$ cat config.mk
export PLATFORM = sky130hd
export DESIGN_NAME = imem_arbiter
export DESIGN_NICKNAME = d
export VERILOG_FILES = /design/src/rtl/imem_arbiter.sv
export SDC_FILE = /design/constraint.sdc
export NUM_CORES = 1
export LEC_CHECK = 0
export BUFFER_PORTS_ARGS = -buffer_cell sky130_fd_sc_hd__buf_2
export CORE_MARGIN = 2
export CORE_UTILIZATION = 51
export CTS_CLUSTER_SIZE = 25
export DETAILED_ROUTE_END_ITERATION = 12
export MAX_ROUTING_LAYER = met4
export PLACE_DENSITY = 0.83
export SYNTH_ARGS = -nofsm -noshare
export SYNTH_HDL_FRONTEND = slang
export SYNTH_SLANG_ARGS = --single-unit
$ cat constraint.sdc
create_clock -name clk -period 3.7 [get_ports clk]
set_input_delay 0.555 -clock clk [delete_from_list [all_inputs] [get_ports clk]]
set_output_delay 0.555 -clock clk [all_outputs]
set_load 0.02 [all_outputs]
$ cat src/rtl/imem_arbiter.sv
// Two-port arbiter/sequencer for the registered single-port instruction ROM.
// Define IMEM_ARB_RR_EN for round-robin tie-breaking; otherwise the core has fixed priority.
module imem_arbiter #(
  parameter int unsigned ADDR_W    = 14,
  parameter int unsigned DATA_W    = 32,
  parameter int unsigned INSTR_CNT = 321
) (
  input  logic              clk,
  input  logic              rst,
  input  logic              core_req,
  input  logic [ADDR_W-1:0] core_addr,
  output logic              core_gnt,
  output logic              core_rvalid,
  output logic [DATA_W-1:0] core_rdata,
  output logic              core_err,
  input  logic              dbg_req,
  input  logic [ADDR_W-1:0] dbg_addr,
  output logic              dbg_gnt,
  output logic              dbg_rvalid,
  output logic [DATA_W-1:0] dbg_rdata,
  output logic              dbg_err,
  output logic [ADDR_W-1:0] rom_addr,
  input  logic [DATA_W-1:0] rom_data
);

  typedef enum logic [1:0] {StIdle, StIssue, StCapture} state_e;

  state_e              state_q, state_d;
  logic                owner_dbg_q;
  logic                err_q;
  logic [ADDR_W-1:0]   rom_addr_q;
  logic                core_rvalid_q, dbg_rvalid_q;
  logic                core_err_q, dbg_err_q;
  logic [DATA_W-1:0]   core_rdata_q, dbg_rdata_q;
  logic                core_wins_tie;
  logic [ADDR_W-1:0]   sel_addr;
  logic                sel_err;

  function automatic logic addr_err(input logic [ADDR_W-1:0] a);
    logic [31:0] idx;
    idx = 32'(a[ADDR_W-1:2]);
    return (a[1:0] != 2'b00) || (idx >= INSTR_CNT);
  endfunction

`ifdef IMEM_ARB_RR_EN
  // Set when debug took the most recent grant; core wins the next tie.
  logic last_dbg_q;
  always_ff @(posedge clk) begin
    if (rst) begin
      last_dbg_q <= 1'b1;
    end else if (core_gnt || dbg_gnt) begin
      last_dbg_q <= dbg_gnt;
    end
  end
  assign core_wins_tie = last_dbg_q;
`else
  assign core_wins_tie = 1'b1;
`endif

  always_comb begin
    state_d  = state_q;
    core_gnt = 1'b0;
    dbg_gnt  = 1'b0;
    unique case (state_q)
      StIdle: begin
        if (!rst) begin
          if (core_req && (!dbg_req || core_wins_tie)) begin
            core_gnt = 1'b1;
          end else if (dbg_req) begin
            dbg_gnt = 1'b1;
          end
        end
        if (core_gnt || dbg_gnt) state_d = StIssue;
      end
      StIssue:   state_d = StCapture;
      StCapture: state_d = StIdle;
      default:   state_d = StIdle;
    endcase
  end

  assign sel_addr = dbg_gnt ? dbg_addr : core_addr;
  assign sel_err  = addr_err(sel_addr);

  always_ff @(posedge clk) begin
    if (rst) begin
      state_q       <= StIdle;
      owner_dbg_q   <= 1'b0;
      err_q         <= 1'b0;
      rom_addr_q    <= '0;
      core_rvalid_q <= 1'b0;
      dbg_rvalid_q  <= 1'b0;
      core_err_q    <= 1'b0;
      dbg_err_q     <= 1'b0;
      core_rdata_q  <= '0;
      dbg_rdata_q   <= '0;
    end else begin
      state_q       <= state_d;
      core_rvalid_q <= 1'b0;
      dbg_rvalid_q  <= 1'b0;
      if (core_gnt || dbg_gnt) begin
        rom_addr_q  <= sel_addr;
        owner_dbg_q <= dbg_gnt;
        err_q       <= sel_err;
      end
      if (state_q == StCapture) begin
        if (owner_dbg_q) begin
          dbg_rdata_q  <= err_q ? '0 : rom_data;
          dbg_err_q    <= err_q;
          dbg_rvalid_q <= 1'b1;
        end else begin
          core_rdata_q  <= err_q ? '0 : rom_data;
          core_err_q    <= err_q;
          core_rvalid_q <= 1'b1;
        end
      end
    end
  end

  assign rom_addr    = rom_addr_q;
  assign core_rvalid = core_rvalid_q;
  assign core_rdata  = core_rdata_q;
  assign core_err    = core_err_q;
  assign dbg_rvalid  = dbg_rvalid_q;
  assign dbg_rdata   = dbg_rdata_q;
  assign dbg_err     = dbg_err_q;

endmodule

Yosys cells after proc, flatten, opt, wreduce, memory -nomap -nowiden

Index checks and enable logic that the tools add are counted.

Register bits after elaboration: 86
Bits of input ports: 64
Word-level logic and storage cells: 39

Magnitude comparators: 1
Equal/unequal tests: 3
Multiplexer cells: 15
Bitwise gates (word level): 2
Reductions and logical operators: 8

Operators by type and width:

| cell                                                 | count |
|---|---|
| two-way mux 32 bit                                   | 1 |
| two-way mux 14 bit                                   | 1 |
| >= comparator 12 x 9 -> 1 bit, second input constant | 1 |
| two-way mux 1 bit                                    | 11 |
| case mux 2 bit (2 select lines)                      | 1 |
| AND reduction 2 bit                                  | 2 |
| logical OR 1 bit                                     | 3 |
| == test 2 x 1 -> 1 bit, second input constant        | 1 |
| == test 2 bit, second input constant                 | 1 |
| zero test 2 bit                                      | 1 |
| two-way mux 2 bit                                    | 1 |
| != test 2 bit, second input constant                 | 1 |
| inverter 1 bit                                       | 2 |
| nonzero test 2 bit                                   | 1 |
| OR reduction 2 bit                                   | 1 |

Depth between registers and ports, before layout

Word-level depth: 8
Mapped depth: 7
Mapped depth without buffers: 6

Least setup slack after synthesis

Ideal clock, no wire load.

Path kind: input to output
From: input port rst
To: output port dbg_gnt
Arrival: 1.255 ns
Path slack: 1.890 ns
Stages: 5
Path buffers: 2
Cell sequence: clkbuf_1 nor3_4 nand3b_4 clkinv_2 buf_6

Cells in the longest elaborated chain, start to end: 3

RTL lines:

| item                            | line | source |
|---|---|---|
| start: declaration              | 9    | `input logic rst,` |
| two-way mux 1 bit               | 66   | `if (!rst) begin` |
| two-way mux 1 bit (2 in series) | 64   | `unique case (state_q)` |
| end: declaration                | 18   | `output logic dbg_gnt,` |

Every way passes these cells. The select of a mux whose other input is x is not followed.

Final worst setup path

From: register state_q[1]
To: output port dbg_gnt

Cells in the longest elaborated chain, start to end: 2

RTL lines:

| item                     | line | source |
|---|---|---|
| start: declaration       | 28   | `state_e state_q, state_d;` |
| start signal: assignment | 86   | `state_q <= StIdle;` |
| start signal: assignment | 97   | `state_q <= state_d;` |
| zero test 2 bit          | 64   |  |
| two-way mux 1 bit        | 64   |  |

Every way passes these cells.

==> results.tsv <==
metric	value	unit
cts_inserted_buffers	9	
drt-total-wl	8630	um
synth.cells.most_frequent	nand2_1, dfxtp_1, a21oi_1	
synthMostInstantiatedCell	nand2_1	
min-delay-path-class	in2reg	
clock_insertion_delay_worst_skew	340	ps
total_number_of_vias	3377	
critical_path_endpoint_category	output pin	
status	finished, final reports clean	
final_util	67.9	%
worstReg2RegEnd	rom_addr[5]$_SDFFE_PP0P_	
yosysWarningCount	0	
synth_seq_area_share	49.9	%
grt_max_degree	86	
r2r_setup_slack	1640	ps
crit_arrival	1680	ps
max_cap_violations	0	
min_delay_path_depth	2	
n_antenna_cell	0	
worstSetupStartpoint	state_q[1]$_SDFFE_PP0P_	
drive_above_1_share	31.7	%
finalPower	1.89	mW
placement.io_buffers	147	
startpoint_type	flop	
drc_errors	0	
post-synth-top-area-cell	dfxtp_1	
primary_ff_master_synth	dfxtp_1	
final_max_slew_viol_count	0	
fp.dieArea	7440	sq um
fp.coreArea	6460	sq um
drt_first_pass_iters	5	
min_period	2240	ps
end_point_of_the_worst_hold_path	owner_dbg_q$_SDFFE_PP0P_	
post_synth_instance_area	3450	sq um
via_count_of_the_first_global_routing_pass	3146	
dpl.hpwl	5970	um
setup_total_negative_slack	0	ps
wl_per_cell	13.3	um
cts.hold.buffers_added	0	
pwrdens	431	nW/um^2
synth_top_area_share	49.9	%
fin_cells	648	
clock_sink_count	86	
clk_pin_slew_worst_paths	80	ps
crit-reg2reg-launch	state_q[1]$_SDFFE_PP0P_	
max-slew-margin-rel	27.2	%
cp_data_required_time	3140	ps
viasPerCell	5.21	
clock_tree.root_cell	clkbuf_8	
worstSetupPathType	reg2out	
gr-usage-all-layers	24.2	%
antenna_found_initial	0	
synth_edf_count	0	
timing.final.setup_violations	0	
dr.first_iter.drc_count	124	
cts.htree.levels	3	
dp_cells	632	
async_set_or_reset_register_ratio_after_synthesis	0	%
synthesis.area_per_instance	7.95	sq um
vdd_ir_drop_max	0.240	mV
postCtsSetupBuffers	0	
grt_first_pass_wirelength	14000	um
min-delay-start	core_req	
crit_path_max_fanout	19	
ys_ff_latch	86	
design.portCount	148	
synth_cell_type_count	32	
worst_clk_skew	8.46	ps
dieHeight	86.3	um
area_delta_synth_final	27.1	%
max-clock-path-buffers	2	
timing_worst_slew_pin_value	1090	ps
rsz0062_at_grt	false	
final.period_utilization	60.5	%
finalWeightedCongestion	0.855	
synthesis.instances	434	
floorplan.die.width	86.3	um
timing.fmax	447	MHz
postSynthNetCount	498	
netlist_top_cells_area	dfxtp_1, nand2_1, a21oi_1, nor2b_1, a311oi_2	
tritoncts	done	
rows	29	
ant_nets	0	
postCtsResizedCells	0	
globalRouteOverflowTotal	0	
hold_violation_count_in_the_final_report	0	
start_util	53.4	%
fillerInstances	551	
num-nets-final	630	
ff2ff_path_depth	4	
power_leakage	1.93	nW
-- flip-flops by register name, indices dropped and copies added, names as in the netlist --
signal,cells
state_q,2
dbg_err,1
rom_addr,14
err_q,1
core_rvalid,1
core_rdata,32
dbg_rvalid,1
dbg_rdata,32
owner_dbg_q,1
core_err,1
-- critical path, stage by stage, from the launching register on --
cell	delay (ps)
dfxtp_1	390
nor3_4	290
nand3b_4	230
clkinv_2	230
buf_2	200
-- where the power goes --
group | switching, mW | total [mW] | internal [mW]
logic | 0.160 | 0.255 | 0.0949
clock network | 0.326 | 0.657 | 0.331
registers | 0.0199 | 0.977 | 0.957
total | 0.506 | 1.89 | 1.38
-- cell usage in the layout (no fill, tap or decap) --
cell / n
dfxtp_1: 86
clkinv_2: 2
or3b_1: 1
a311oi_1: 5
nand2_1: 161
nor2b_1: 32
clkinvlp_4: 2
nor3_1: 2
a21oi_1: 67
and3b_1: 1
a211oi_1: 1
o2111ai_1: 1
nor2_1: 19
nand3b_1: 1
or4_1: 2
and2_1: 1
clkbuf_1: 1
nor4_1: 1
a311oi_2: 9
o31ai_1: 2
o21a_1: 1
nor3b_1: 1
a31oi_1: 1
buf_2: 147
buf_4: 6
clkinv_4: 1
clkbuf_8: 10
bufinv_16: 1
a22o_1: 1
nor3_4: 1
nor3b_4: 1
o21bai_1: 1
nand3_1: 1
nand3b_4: 1
-- cell families (layout without fill, tap and decap cells) --
family	after synthesis	after routing	share of synthesized area, %
buffers and inverters	33	170	4.46
flip-flops	86	86	49.9
AND/OR/NAND/NOR	226	226	29.0
AO/OA/AOI/OAI	89	89	16.7
-- metal layers --
metal | vias up | GRT usage (%) | routed length (um)
li1 | 1685 | - | -
met1 | 1548 | 28.4 | 3620
met2 | 131 | 41.8 | 4370
met3 | 13 | 4.95 | 516
met4 | 0 | 7.53 | 121
met5 | - | - | 0
-- area by class of cell --
class | instances | area (sq um) | share of cell area, %
clock buffers | 11 | 141 | 3.22
clock inverters | 5 | 58.8 | 1.34
inverters | 1 | 5.00 | 0.114
multi-input cells | 315 | 1580 | 36.1
flip-flops and latches | 86 | 1720 | 39.3
well taps | 77 | 96.3 | 2.20
repair buffers | 153 | 781 | 17.8
-- metrics by stage --
| step | worst slack (ps) | instance area (sq um) | hold slack, ps |
|---|---|---|---|
| floorplan | 1890 | 3450 | 531 |
| global placement | 1510 | 4190 | 438 |
| detailed placement | 1410 | 4190 | 443 |
| CTS | 1440 | 4390 | 427 |
| global route | 1320 | 4390 | 438 |
| finish | 1460 | 4390 | 444 |
-- how the worst max path moves through the flow --
stage                                          end  slack [ps]  depth (start not counted)
after floorplan                            dbg_gnt        1890                          5
after global placement    rom_addr[7]$_SDFFE_PP0P_        1510                          5
after detailed placement  rom_addr[5]$_SDFFE_PP0P_        1410                          5
after CTS                                  dbg_gnt        1440                          4
after global routing                       dbg_gnt        1320                          4
final                                      dbg_gnt        1460                          4
Note: power is estimated with default switching activity, not from simulation.
